[src/rtl/pixel_window_cache.sv]
// WIN x WIN per-channel pixel neighbourhood cache centred on the requested pixel.
// Columns come from a pipelined line-buffer read port; off-line columns are replicated or zeroed.
module pixel_window_cache #(
    parameter int WIN       = 3,
    parameter int NCH       = 3,
    parameter int DW        = 8,
    parameter int AW        = 8,
    parameter int LINE_W    = 240,
    parameter int RD_LAT    = 1,
    parameter int EDGE_MODE = 0
) (
    input  logic                      pxlClk,
    input  logic                      rst,
    input  logic [AW-1:0]             curPxlCnt,
    input  logic                      lineChange,
    input  logic [WIN*NCH*DW-1:0]     colIn,
    output logic [AW-1:0]             rdAddr,
    output logic                      rdEn,
    output logic [WIN*WIN*NCH*DW-1:0] win,
    output logic [AW-1:0]             centerPxl,
    output logic                      valid,
    output logic                      busy,
    output logic                      overrun,
    output logic [1:0]                fsm_state
);

    localparam int HALF = WIN / 2;
    localparam int CW   = WIN * NCH * DW;
    localparam int KW   = $clog2(WIN + 1);
    localparam int IW   = AW + 2;
    localparam logic signed [IW-1:0] HALF_S = IW'(HALF);
    localparam logic signed [IW-1:0] STEP_S = IW'(HALF + 1);
    localparam logic signed [IW-1:0] LAST_S = IW'(LINE_W - 1);

    typedef enum logic [1:0] {IDLE, FILL, RUN, STEP} state_t;

    state_t        state;
    logic [CW-1:0] cols [WIN];
    logic [AW-1:0] fill_c;
    logic [AW-1:0] prev_cur;
    logic [KW-1:0] issue_k;

    // Stage 0 is the issue itself; stage RD_LAT lines up with the returning colIn.
    logic          pipe_v   [RD_LAT+1];
    logic [KW-1:0] pipe_k   [RD_LAT+1];
    logic          pipe_oor [RD_LAT+1];

    logic                 cur_in_range;
    logic                 start_fill;
    logic                 advance;
    logic                 do_issue;
    logic                 issue_oor;
    logic [AW-1:0]        fill_target;
    logic [AW-1:0]        issue_addr;
    logic [KW-1:0]        issue_slot;
    logic signed [IW-1:0] issue_idx;
    logic [CW-1:0]        land_data;

    assign rdEn      = pipe_v[0];
    assign fsm_state = state;

    always_comb begin
        cur_in_range = ({1'b0, curPxlCnt} < (AW+1)'(LINE_W));
        start_fill   = 1'b0;
        advance      = 1'b0;
        fill_target  = fill_c;
        if (lineChange) begin
            start_fill  = 1'b1;
            fill_target = '0;
        end else if (state == RUN && cur_in_range && curPxlCnt != centerPxl) begin
            if ({1'b0, curPxlCnt} == {1'b0, centerPxl} + 1'b1) begin
                advance = 1'b1;
            end else begin
                start_fill  = 1'b1;
                fill_target = curPxlCnt;
            end
        end

        do_issue   = 1'b1;
        issue_slot = '0;
        issue_idx  = $signed({2'b00, fill_target}) - HALF_S;
        if (start_fill) begin
            issue_slot = '0;
        end else if (advance) begin
            issue_slot = KW'(WIN - 1);
            issue_idx  = $signed({2'b00, centerPxl}) + STEP_S;
        end else if (state == FILL && issue_k < KW'(WIN)) begin
            issue_slot = issue_k;
            issue_idx  = $signed({2'b00, fill_c}) - HALF_S + $signed(IW'(issue_k));
        end else begin
            do_issue = 1'b0;
        end

        // Clamping the address is what makes replication work; the tag is only honoured in zero mode.
        issue_oor  = 1'b0;
        issue_addr = issue_idx[AW-1:0];
        if (issue_idx[IW-1]) begin
            issue_addr = '0;
            issue_oor  = 1'b1;
        end else if (issue_idx > LAST_S) begin
            issue_addr = AW'(LINE_W - 1);
            issue_oor  = 1'b1;
        end
        if (EDGE_MODE == 0) issue_oor = 1'b0;

        land_data = pipe_oor[RD_LAT] ? '0 : colIn;
    end

    always_comb begin
        win = '0;
        for (int r = 0; r < WIN; r++) begin
            for (int k = 0; k < WIN; k++) begin
                win[((r*WIN+k)*NCH*DW) +: NCH*DW] = cols[k][(r*NCH*DW) +: NCH*DW];
            end
        end
    end

    always_ff @(posedge pxlClk) begin
        if (rst) begin
            state     <= IDLE;
            rdAddr    <= '0;
            centerPxl <= '0;
            valid     <= 1'b0;
            busy      <= 1'b0;
            overrun   <= 1'b0;
            fill_c    <= '0;
            prev_cur  <= '0;
            issue_k   <= '0;
            for (int k = 0; k < WIN; k++) cols[k] <= '0;
            for (int j = 0; j <= RD_LAT; j++) begin
                pipe_v[j]   <= 1'b0;
                pipe_k[j]   <= '0;
                pipe_oor[j] <= 1'b0;
            end
        end else begin
            prev_cur <= curPxlCnt;
            if (busy && curPxlCnt != prev_cur) overrun <= 1'b1;

            pipe_v[0]   <= do_issue;
            pipe_k[0]   <= issue_slot;
            pipe_oor[0] <= issue_oor;
            if (do_issue) rdAddr <= issue_addr;
            // A line change kills every read already in flight.
            for (int j = 1; j <= RD_LAT; j++) begin
                pipe_v[j]   <= pipe_v[j-1] && !lineChange;
                pipe_k[j]   <= pipe_k[j-1];
                pipe_oor[j] <= pipe_oor[j-1];
            end

            if (start_fill) begin
                state   <= FILL;
                fill_c  <= fill_target;
                issue_k <= KW'(1);
                busy    <= 1'b1;
                valid   <= 1'b0;
            end else if (advance) begin
                state <= STEP;
                busy  <= 1'b1;
            end else begin
                if (state == FILL && do_issue) issue_k <= issue_k + KW'(1);
                if (pipe_v[RD_LAT]) begin
                    if (state == FILL) begin
                        cols[pipe_k[RD_LAT]] <= land_data;
                        if (pipe_k[RD_LAT] == KW'(WIN - 1)) begin
                            state     <= RUN;
                            busy      <= 1'b0;
                            valid     <= 1'b1;
                            centerPxl <= fill_c;
                        end
                    end else if (state == STEP) begin
                        // Shift and centre update share one edge so the window never looks half-moved.
                        for (int k = 0; k < WIN - 1; k++) cols[k] <= cols[k+1];
                        cols[WIN-1] <= land_data;
                        centerPxl   <= centerPxl + 1'b1;
                        busy        <= 1'b0;
                        state       <= RUN;
                    end
                end
            end
        end
    end

endmodule

[config.mk]
export PLATFORM = sky130hd
export DESIGN_NAME = pixel_window_cache
export DESIGN_NICKNAME = d
export VERILOG_FILES = /design/src/rtl/pixel_window_cache.sv
export SDC_FILE = /design/constraint.sdc
export NUM_CORES = 1
export LEC_CHECK = 0
export BUFFER_PORTS_ARGS = -buffer_cell sky130_fd_sc_hd__buf_4
export CORE_MARGIN = 2
export CORE_UTILIZATION = 50
export CTS_CLUSTER_DIAMETER = 80
export DETAILED_ROUTE_END_ITERATION = 12
export MAX_ROUTING_LAYER = met4
export PLACE_DENSITY_LB_ADDON = 0.2
export SYNTH_ARGS = -nofsm -noshare
export SYNTH_HDL_FRONTEND = slang
export SYNTH_SLANG_ARGS = --single-unit
[constraint.sdc]
create_clock -name pxlClk -period 6.45 [get_ports pxlClk]
set_input_delay 0.9675 -clock pxlClk [delete_from_list [all_inputs] [get_ports pxlClk]]
set_output_delay 0.9675 -clock pxlClk [all_outputs]
set_load 0.02 [all_outputs]
# Yosys cells after proc, flatten, opt, wreduce, memory -nomap -nowiden

Memories as Yosys holds them, arrays and structs flattened.
Index checks and enable logic that the tools add are counted.
W data, S select, Z words.

Add/subtract/negate cells: 7
Muxes and demuxes: 67
Magnitude comparators: 3
Bitwise logic cells: 11
Equality and inequality tests: 11
Reduce and logical (&&, ||, !) cells: 21

Operator list:

| kind                  | number |
|---|---|
| $mux W72              | 5 |
| $reduce_or A72 Y1     | 1 |
| $mux W8               | 8 |
| $mux W1               | 40 |
| $mux W10              | 3 |
| $mux W2               | 11 |
| $sub A8 B1 Y9 const B | 2 |
| $ne A8 B8 Y1          | 2 |
| $add A9 B3 Y10        | 1 |
| $gt A10 B9 Y1 const B | 1 |
| $add A8 B1 Y9 const B | 1 |
| $add A8 B2 Y9 const B | 1 |
| $eq A8 B9 Y1          | 1 |
| $or A1 B1 Y1          | 9 |
| $add A8 B1 Y8 const B | 1 |
| $lt A8 B8 Y1 const B  | 1 |
| $eq A2 B2 Y1 const B  | 3 |
| $logic_and A1 B1 Y1   | 6 |
| $reduce_and A3 Y1     | 2 |
| $reduce_bool A2 Y1    | 3 |
| $reduce_bool A3 Y1    | 2 |
| $reduce_and A5 Y1     | 1 |
| $ne A4 B3 Y1 const B  | 1 |
| $reduce_and A2 Y1     | 2 |
| 11 further kinds      | 12 |

Bits of input ports: 83
Register bits: 39
Word-level logic and storage cells: 135
Output and inout bits: 238
Memory bits (writable): 224
Memories: 4

Memories:

| memory   | words | bits a word | rd ports | clocked after memory_dff | write ports | RTL line | RTL |
|---|---|---|---|---|---|---|---|
| cols     | 3     | 72          | 3        | 0                        | 3           | 38       | `logic [CW-1:0] cols [WIN];` |
| pipe_k   | 2     | 2           | 2        | 0                        | 2           | 45       | `logic [KW-1:0] pipe_k [RD_LAT+1];` |
| pipe_oor | 2     | 1           | 2        | 0                        | 2           | 46       | `logic pipe_oor [RD_LAT+1];` |
| pipe_v   | 2     | 1           | 2        | 0                        | 2           | 44       | `logic pipe_v [RD_LAT+1];` |

# Longest topological paths before layout

Gate-level depths: netlist (run 1).

Depth in word-level cells: 12
Depth in mapped cells: 18
Gate-level depth less buffers: 16

# Worst setup path before layout (run 1)

No wires, ideal clock.

Path type: input port to flip-flop
From: in curPxlCnt[7]
To: mem cols[0][0] (netlist name), enable pin
Stages on the path: 11
Data required time: 6,008 ps
Path slack: 714 ps
Path buffers: 4
Library setup time: 442 ps
Arrival: 5,294 ps
Path through: buf_6 > xnor2_1 > or3_4 > a2111oi_4 > a31oi_1 > buf_6 > or3_1 > buf_2 > nor4_4 > buf_6 > nand2b_1

RTL lines:

| item               | RTL line | RTL |
|---|---|---|
| start: declaration | 14       | `input logic [AW-1:0] curPxlCnt,` |
| end: declaration   | 38       |  |

# Worst setup path after layout (run 1)

From: reg centerPxl[1]
To: reg rdAddr[2]

Word-level cells in the longest chain between the ends: 12
Elaborated cells on any way between the ends: 23
Those cells by class: add/sub (3); order compare (1); eq/ne (2); mux (16); reduce/logical (1)

RTL lines:

| item                     | RTL line | RTL |
|---|---|---|
| start: declaration       | 20       | `output logic [AW-1:0] centerPxl,` |
| start signal: assignment | 168      | `centerPxl <= fill_c;` |
| start signal: assignment | 174      | `centerPxl <= centerPxl + 1'b1;` |
| $add A8 B1 Y9            | 71       | `if ({1'b0, curPxlCnt} == {1'b0, centerPxl} + 1'b1) begin` |
| $eq A8 B9 Y1             | 71       |  |
| $mux W8                  | 71       |  |
| $mux W8                  | 70       | `end else if (state == RUN && cur_in_range && curPxlCnt != centerPxl) begin` |
| $mux W8                  | 67       | `if (lineChange) begin` |
| $sub A8 B1 Y9            | 81       | `issue_idx = $signed({2'b00, fill_target}) - HALF_S;` |
| $mux W10                 | 87       | `end else if (state == FILL && issue_k < KW'(WIN)) begin` |
| $mux W10                 | 84       | `end else if (advance) begin` |
| $mux W10                 | 82       | `if (start_fill) begin` |
| $gt A10 B9 Y1            | 100      | `end else if (issue_idx > LAST_S) begin` |
| $mux W8                  | 100      |  |
| $mux W8                  | 97       | `if (issue_idx[IW-1]) begin` |
| end signal: assignment   | 142      | `if (do_issue) rdAddr <= issue_addr;` |
| end: declaration         | 17       | `output logic [AW-1:0] rdAddr,` |

Several ways; a longest one is shown, not always the timed one.
A chain may end at the register's enable or synchronous reset.

==> impl_metrics.prom, run 1 <==
# TYPE chip_impl_metric gauge
chip_impl_info{name="outcome",value="complete, no violations"} 1
chip_impl_metric{name="grt_remaining_overflow",unit=""} 0
chip_impl_metric{name="dieHeight",unit="um"} 156
chip_impl_metric{name="finalHoldViolations",unit=""} 0
chip_impl_metric{name="asyncSetResetFlopFracSynth",unit=""} 0
chip_impl_info{name="yosys_most_used_dff",value="sky130_fd_sc_hd__edfxtp_1"} 1
chip_impl_metric{name="power.density",unit="nW/um2"} 253
chip_impl_metric{name="post-cts-setup-buffers",unit=""} 0
chip_impl_metric{name="multiInputGateArea",unit="um2"} 3870
chip_impl_metric{name="grt_start_max_net_pins",unit=""} 99
chip_impl_info{name="timing_worst_setup_path_type",value="reg2reg"} 1
chip_impl_metric{name="number_of_antenna_violations_at_the_first_check_in_global_routing",unit=""} 0
chip_impl_metric{name="clkSlewWorstSetupHoldPaths",unit="ps"} 60
chip_impl_metric{name="detailedRoute.firstIterationViolations",unit=""} 505
chip_impl_metric{name="area.sequential",unit="um2"} 7370
chip_impl_metric{name="place_congestion",unit=""} 0.920
chip_impl_metric{name="vias_in_the_first_global_route",unit=""} 8295
chip_impl_metric{name="seq_area_frac_synth",unit=""} 0.635
chip_impl_metric{name="tritoncts.num_buffers",unit=""} 28
chip_impl_metric{name="cts_resized",unit=""} 0
chip_impl_metric{name="p_total",unit="W"} 0.00378
chip_impl_metric{name="critPathRequiredTime",unit="ps"} 6880
chip_impl_metric{name="detail_route.vias_per_cell",unit=""} 5.80
chip_impl_metric{name="mappedNetlistArea",unit="um2"} 11600
chip_impl_metric{name="finalSetupTns",unit="ps"} 0
chip_impl_metric{name="layout.nets",unit=""} 1254
chip_impl_metric{name="max_stage_delay",unit="ps"} 650
chip_impl_metric{name="relSlewSlack",unit=""} 0.237
chip_impl_metric{name="post_synth_inst_count",unit=""} 876
chip_impl_metric{name="place.port_buffers",unit=""} 320
chip_impl_metric{name="die_area",unit="um2"} 24400
chip_impl_metric{name="yosys_warning_total",unit=""} 0
chip_impl_metric{name="core-area",unit="um2"} 22700
chip_impl_metric{name="clkSinkCount",unit=""} 260
chip_impl_metric{name="vdd_ir_drop_max",unit="mV"} 0.196
chip_impl_metric{name="power.static_leakage",unit="nW"} 6.12
chip_impl_info{name="crit_path_cell_trace",value="ha_1 > nand4_1 > or3_4 > a2111oi_4 > a31oi_2 > buf_4 > nor2_1 > a21oi_1 > or2_2 > ha_1 > inv_1 > or3_1 > mux2i_1 > a221oi_1 > a311oi_1 > or4b_4 > a311oi_1"} 1
chip_impl_metric{name="max_freq",unit="MHz"} 211
chip_impl_metric{name="num_antenna_cells",unit=""} 0
chip_impl_metric{name="cts_hold_repair.buffers",unit=""} 0
chip_impl_metric{name="place.detailed.hpwl",unit="mm"} 21.8
chip_impl_metric{name="floorplan.rows",unit=""} 55
chip_impl_info{name="layout.cells.most_common_list",value="325 x sky130_fd_sc_hd__buf_4, 216 x sky130_fd_sc_hd__edfxtp_1, 119 x sky130_fd_sc_hd__a22o_1"} 1
chip_impl_metric{name="post_synth.cell_area_avg",unit="um2"} 13.2
chip_impl_metric{name="slew_violations",unit=""} 0
chip_impl_metric{name="layout-area-overhead-vs-synth",unit="%"} 29.2
chip_impl_metric{name="all_layer_gr_usage",unit=""} 0.258
chip_impl_metric{name="place_inst",unit=""} 1418
chip_impl_metric{name="synth_enable_flop_cells",unit=""} 216
chip_impl_metric{name="ys_ff_latch",unit=""} 260
chip_impl_metric{name="synth_fp_nets",unit=""} 967
chip_impl_metric{name="ctsLongestPathBuffers",unit=""} 3
chip_impl_metric{name="drive_above_1_share",unit=""} 0.343
chip_impl_info{name="clock_tree_from_tritoncts",value="done"} 1
chip_impl_metric{name="ys_types",unit=""} 59
chip_impl_metric{name="fillers",unit=""} 1725
chip_impl_info{name="grt_setup_unrepaired",value="false"} 1
chip_impl_info{name="worst_hold_path_type",value="reg2reg"} 1
chip_impl_info{name="worstSetupEndpointType",value="flip-flop"} 1
chip_impl_metric{name="firstDrtPassIters",unit=""} 5
chip_impl_metric{name="count_of_vias_placed_by_the_detailed_router",unit=""} 8521
chip_impl_metric{name="final.min_clock_period",unit="ps"} 4740
chip_impl_info{name="final_common_cell",value="sky130_fd_sc_hd__buf_4"} 1
chip_impl_metric{name="initial_core_util",unit=""} 0.511
chip_impl_info{name="setup.worst_path.start_class",value="flip-flop"} 1
chip_impl_metric{name="finalCritPeriodShare",unit=""} 0.735
chip_impl_metric{name="fin_worst_skew",unit="ps"} 17.6
chip_impl_metric{name="number_of_top_level_design_ports",unit=""} 321
chip_impl_info{name="cts-root-buf",value="sky130_fd_sc_hd__clkbuf_16"} 1
chip_impl_metric{name="grt_first_pass_wirelength",unit="mm"} 47.6
chip_impl_metric{name="setup_viol",unit=""} 0
chip_impl_metric{name="wp_data_arrival",unit="ps"} 5170
chip_impl_info{name="worst_path_max_delay_cell",value="sky130_fd_sc_hd__or4b_4"} 1
chip_impl_metric{name="clk-insertion-delay-late",unit="ps"} 540
chip_impl_metric{name="fin_cells",unit=""} 1470
chip_impl_metric{name="detail_route.drc_violations",unit=""} 0
chip_impl_metric{name="worst-slew-pin-transition",unit="ps"} 1140
chip_impl_metric{name="critical_path_fanout_max",unit=""} 20
chip_impl_metric{name="h-tree-depth",unit=""} 1
chip_impl_metric{name="maxCapViolations",unit=""} 0
chip_impl_metric{name="wire_per_inst",unit="um"} 21.8
chip_impl_metric{name="ant_nets",unit=""} 0
chip_impl_metric{name="detail_route.wirelength",unit="mm"} 32.1
chip_impl_metric{name="die_x_extent",unit="um"} 156
-- kinds of logic (layout without fill, tap and decap cells) --
logic type      count (synthesis)  after routing  synth area share
fa+ha+maj                       8              8           0.00927
flops                         260            260             0.635
buf+inv                        82            391            0.0358
compound gates                231            231             0.163
xor+xnor                       44             44            0.0332
simple gates                  238            238             0.112
mux                            13             13            0.0112
-- through the flow --
step	util	setup slack (ps)	hold WS, ps	cell area [um2]
2_1_floorplan	-	714	414	11600
3_3_place_gp	0.621	1550	417	14100
3_5_place_dp	0.621	1470	430	14100
4_1_cts	0.660	1740	445	15000
5_1_grt	0.660	1390	459	15000
6_report	0.660	1710	438	15000
-- sequential cells by signal (all words and copies together), names as in the netlist --
| name | cells |
|---|---|
| busy | 1 |
| pipe_v | 2 |
| rdAddr | 8 |
| prev_cur | 8 |
| fill_c | 8 |
| issue_k | 2 |
| overrun | 1 |
| pipe_k | 4 |
| fsm_state | 1 |
| cols | 216 |
| centerPxl | 8 |
| valid | 1 |
-- critical path, delay by kind of cell, from the launching register on --
| family | cells | cell delay [ps] |
|---|---|---|
| AND/OR/NAND/NOR | 6 | 1850 |
| AO/OA/AOI/OAI | 6 | 1240 |
| adder cells (fa/ha/maj) | 2 | 530 |
| flip-flops | 1 | 500 |
| buffers and inverters | 2 | 470 |
| multiplexers | 1 | 60 |
-- cell usage after synthesis, types with 15 or more instances --
library cell / count / area (um2)
sky130_fd_sc_hd__nor3_1: 16 / 80.1
sky130_fd_sc_hd__xor2_1: 24 / 210
sky130_fd_sc_hd__a21oi_1: 21 / 105
sky130_fd_sc_hd__nor2_1: 41 / 154
sky130_fd_sc_hd__clkbuf_1: 40 / 150
sky130_fd_sc_hd__o21ai_0: 16 / 80.1
sky130_fd_sc_hd__a22o_1: 119 / 1040
sky130_fd_sc_hd__xnor2_1: 20 / 175
sky130_fd_sc_hd__dfxtp_1: 44 / 881
sky130_fd_sc_hd__nor2b_1: 15 / 93.8
sky130_fd_sc_hd__nand2_1: 38 / 143
sky130_fd_sc_hd__and2_1: 73 / 457
sky130_fd_sc_hd__edfxtp_1: 216 / 6490
sky130_fd_sc_hd__a22o_2: 26 / 260
-- power breakdown --
| part | total (W) | internal, W | switching, W | leakage (nW) |
|---|---|---|---|---|
| logic | 0.000332 | 0.000129 | 0.000203 | 3.10 |
| clock network | 0.00155 | 0.000902 | 0.000647 | 0.433 |
| registers | 0.00190 | 0.00187 | 0.0000308 | 2.59 |
| total | 0.00378 | 0.00290 | 0.000881 | 6.12 |
-- final timing paths --
kind / startpoint / endpoint / slack [ps] / cells past startpoint
min: pipe_k[0][0]$_SDFF_PP0_ / pipe_k[0][2]$_SDFF_PP0_ / 440 / 1
min reg2reg: pipe_k[0][0]$_SDFF_PP0_ / pipe_k[0][2]$_SDFF_PP0_ / 440 / 1
max: centerPxl[1]$_SDFFE_PP0P_ / rdAddr[2]$_SDFFE_PP0N_ / 1710 / 17
max reg2reg: centerPxl[1]$_SDFFE_PP0P_ / rdAddr[2]$_SDFFE_PP0N_ / 1710 / 17
-- routing by layer --
metal / vias up / GRT usage / wire length (um)
met1: 4175 / 0.330 / 13100
met5: - / - / 0
met4: 0 / 0.0760 / 944
met2: 360 / 0.420 / 15500
li1: 3930 / - / -
met3: 56 / 0.0521 / 2610
-- layout make-up --
class                      instances  share of cell area
sequential                       260               0.491
timing repair buffer             326               0.164
clock buffer                      37              0.0503
clock inverter                    15             0.00902
tap                              285              0.0238
inverter                          13             0.00326
multi-input combinational        534               0.258
Note: power is estimated with default switching activity, not from simulation.
==> run 2, diff against run 1 <==
clock period = 4.8 ns   (was 6.45 ns; I/O delays follow)
==> impl_metrics.prom, run 2 (synthesized netlist as in run 1, its figures left out) <==
# TYPE chip_impl_metric gauge
chip_impl_metric{name="h-tree-depth",unit=""} 1
chip_impl_info{name="grt_setup_unrepaired",value="false"} 1
chip_impl_metric{name="floorplan.rows",unit=""} 55
chip_impl_metric{name="vias_in_the_first_global_route",unit=""} 8428
chip_impl_metric{name="vdd_ir_drop_max",unit="mV"} 0.270
chip_impl_info{name="timing_worst_setup_path_type",value="reg2reg"} 1
chip_impl_metric{name="largest_register_ff_count",unit=""} 216
chip_impl_metric{name="layout-area-overhead-vs-synth",unit="%"} 30.3
chip_impl_metric{name="wire_per_inst",unit="um"} 21.7
chip_impl_metric{name="max_freq",unit="MHz"} 231
chip_impl_metric{name="design_area",unit="um2"} 15100
chip_impl_metric{name="dieHeight",unit="um"} 156
chip_impl_metric{name="clkPwrFrac",unit=""} 0.398
chip_impl_metric{name="number_of_antenna_violations_at_the_first_check_in_global_routing",unit=""} 0
chip_impl_metric{name="dp_area",unit="um2"} 14300
chip_impl_metric{name="critPathRequiredTime",unit="ps"} 5240
chip_impl_metric{name="initial_core_util",unit=""} 0.511
chip_impl_metric{name="drive_above_1_share",unit=""} 0.351
chip_impl_metric{name="die_area",unit="um2"} 24400
chip_impl_info{name="worst_path_max_delay_cell",value="sky130_fd_sc_hd__or4b_4"} 1
chip_impl_info{name="worst_hold_path_type",value="reg2reg"} 1
chip_impl_metric{name="wp_data_arrival",unit="ps"} 4780
chip_impl_metric{name="grt_start_max_net_pins",unit=""} 145
chip_impl_metric{name="all_layer_gr_usage",unit=""} 0.258
chip_impl_metric{name="finalCritPeriodShare",unit=""} 0.904
chip_impl_metric{name="ctsLongestPathBuffers",unit=""} 3
chip_impl_metric{name="finalSetupTns",unit="ps"} 0
chip_impl_metric{name="number_of_top_level_design_ports",unit=""} 321
chip_impl_metric{name="finalHoldViolations",unit=""} 0
chip_impl_metric{name="place.port_buffers",unit=""} 320
chip_impl_metric{name="power.static_leakage",unit="nW"} 6.18
chip_impl_metric{name="clk-insertion-delay-late",unit="ps"} 550
chip_impl_metric{name="relSlewSlack",unit=""} 0.436
chip_impl_metric{name="switching_share",unit=""} 0.234
chip_impl_metric{name="grt_first_pass_wirelength",unit="mm"} 47.6
chip_impl_metric{name="tritoncts.num_buffers",unit=""} 27
chip_impl_metric{name="worst-slew-pin-transition",unit="ps"} 844
chip_impl_metric{name="detail_route.drc_violations",unit=""} 0
chip_impl_metric{name="p_total",unit="W"} 0.00501
chip_impl_info{name="layout.cells.most_common_list",value="330 x sky130_fd_sc_hd__buf_4, 216 x sky130_fd_sc_hd__edfxtp_1, 119 x sky130_fd_sc_hd__a22o_1"} 1
chip_impl_metric{name="grt_remaining_overflow",unit=""} 0
chip_impl_metric{name="place.detailed.hpwl",unit="mm"} 22.3
chip_impl_metric{name="comb_power_share",unit=""} 0.092
chip_impl_metric{name="setup_viol",unit=""} 0
chip_impl_metric{name="detail_route.wirelength",unit="mm"} 32.1
chip_impl_metric{name="final.min_clock_period",unit="ps"} 4340
chip_impl_metric{name="maxCapViolations",unit=""} 0
chip_impl_info{name="clock_tree_from_tritoncts",value="done"} 1
chip_impl_metric{name="num_antenna_cells",unit=""} 0
chip_impl_metric{name="max_stage_delay",unit="ps"} 630
chip_impl_info{name="setup.worst_path.start_class",value="flip-flop"} 1
chip_impl_metric{name="fin_worst_skew",unit="ps"} 11.0
chip_impl_metric{name="core-area",unit="um2"} 22700
chip_impl_metric{name="slew_violations",unit=""} 0
chip_impl_metric{name="sequentialPowerShare",unit=""} 0.510
chip_impl_info{name="final_common_cell",value="sky130_fd_sc_hd__buf_4"} 1
chip_impl_metric{name="detailedRoute.firstIterationViolations",unit=""} 669
chip_impl_metric{name="die_x_extent",unit="um"} 156
chip_impl_info{name="registers.top_by_ff_count",value="cols"} 1
chip_impl_metric{name="layout.nets",unit=""} 1265
chip_impl_metric{name="clkSinkCount",unit=""} 260
chip_impl_info{name="cts-root-buf",value="sky130_fd_sc_hd__clkbuf_16"} 1
chip_impl_info{name="worstSetupEndpointType",value="flip-flop"} 1
chip_impl_metric{name="firstDrtPassIters",unit=""} 5
chip_impl_metric{name="detail_route.vias_per_cell",unit=""} 5.83
chip_impl_info{name="outcome",value="complete, no violations"} 1
chip_impl_metric{name="ant_nets",unit=""} 0
chip_impl_metric{name="cts_hold_repair.buffers",unit=""} 0
chip_impl_metric{name="count_of_vias_placed_by_the_detailed_router",unit=""} 8626
chip_impl_metric{name="critical_path_fanout_max",unit=""} 8
chip_impl_metric{name="total_switching_power",unit="W"} 0.00117
chip_impl_metric{name="power.density",unit="nW/um2"} 331
chip_impl_metric{name="internal_power",unit="W"} 0.00383
chip_impl_metric{name="place_congestion",unit=""} 0.920
chip_impl_metric{name="clkSlewWorstSetupHoldPaths",unit="ps"} 60
chip_impl_info{name="crit_path_cell_trace",value="ha_1 > nand3_1 > and2_0 > a2111oi_4 > a31oi_2 > nor2_1 > a21oi_1 > or2_2 > ha_1 > inv_1 > or3_1 > mux2i_1 > a221oi_1 > a311oi_1 > or4b_4 > a311oi_1"} 1
run 2: cell count changes in the layout (fill, tap and decap cells not counted), sizes merged:
cell	delta
buf	+12
bufinv	-1
clkinv	-1
run 2: metrics by stage:
stage | hold slack, ps | util | worst slack, ps | cells
6_report | 445 | 0.666 | 463 | 1480
3_5_place_dp | 429 | 0.629 | 312 | 1430
4_1_cts | 448 | 0.666 | 335 | 1480
3_3_place_gp | 418 | 0.629 | 407 | 1430
5_1_grt | 462 | 0.666 | 35.6 | 1480
2_1_floorplan | 414 | - | 79.9 | 876
run 2: power by group through the flow:
stage	sequential [W]	clock, W	combinational (W)
2_1_floorplan	0.00269	0	0.000119
3_3_place_gp	0.00260	0	0.000458
3_5_place_dp	0.00260	0	0.000459
4_1_cts	0.00256	0.00202	0.000461
5_1_grt	0.00256	0.00210	0.000487
6_report	0.00256	0.00199	0.000460
run 2: per-layer routing:
metal	up-vias	wire, um	GRT usage	part of all wire
met5	-	0	-	0
met4	0	1040	0.0856	0.032
met3	62	2530	0.0460	0.079
met2	372	15800	0.429	0.49
met1	4243	12700	0.321	0.40
li1	3949	-	-	-
run 2: area by class of cell:
cell class                 instances  area, um2
inverter                          13       48.8
timing repair buffer             338       2640
clock inverter                    13       98.8
fill                            1746       7580
tap                              285        357
multi-input combinational        534       3870
sequential                       260       7370
clock buffer                      37        743
run 2: what timing repair did:
item / in CTS / in global routing
endpoints found under the setup margin: 0 / 4
resized for setup: 0 / 3
endpoints found under the hold margin: 0 / 0
buffers inserted: 0 / 0
run 2: worst paths after layout:
| path | from | to | slack (ps) | cells after the start |
|---|---|---|---|---|
| setup / recovery | centerPxl[0]$_SDFFE_PP0P_ | rdAddr[2]$_SDFFE_PP0N_ | 460 | 16 |
| hold / removal | pipe_k[0][0]$_SDFF_PP0_ | pipe_k[0][2]$_SDFF_PP0_ | 440 | 1 |
| hold reg to reg | pipe_k[0][0]$_SDFF_PP0_ | pipe_k[0][2]$_SDFF_PP0_ | 440 | 1 |
| setup reg to reg | centerPxl[0]$_SDFFE_PP0P_ | rdAddr[2]$_SDFFE_PP0N_ | 460 | 16 |
run 2: critical path, delay by kind of cell, from the launching register on:
kind | cells | cell delay (ps)
multiplexers | 1 | 70
adder cells (fa/ha/maj) | 2 | 510
flip-flops | 1 | 470
AND/OR/NAND/NOR | 6 | 1710
AO/OA/AOI/OAI | 6 | 1360
buffers and inverters | 1 | 130
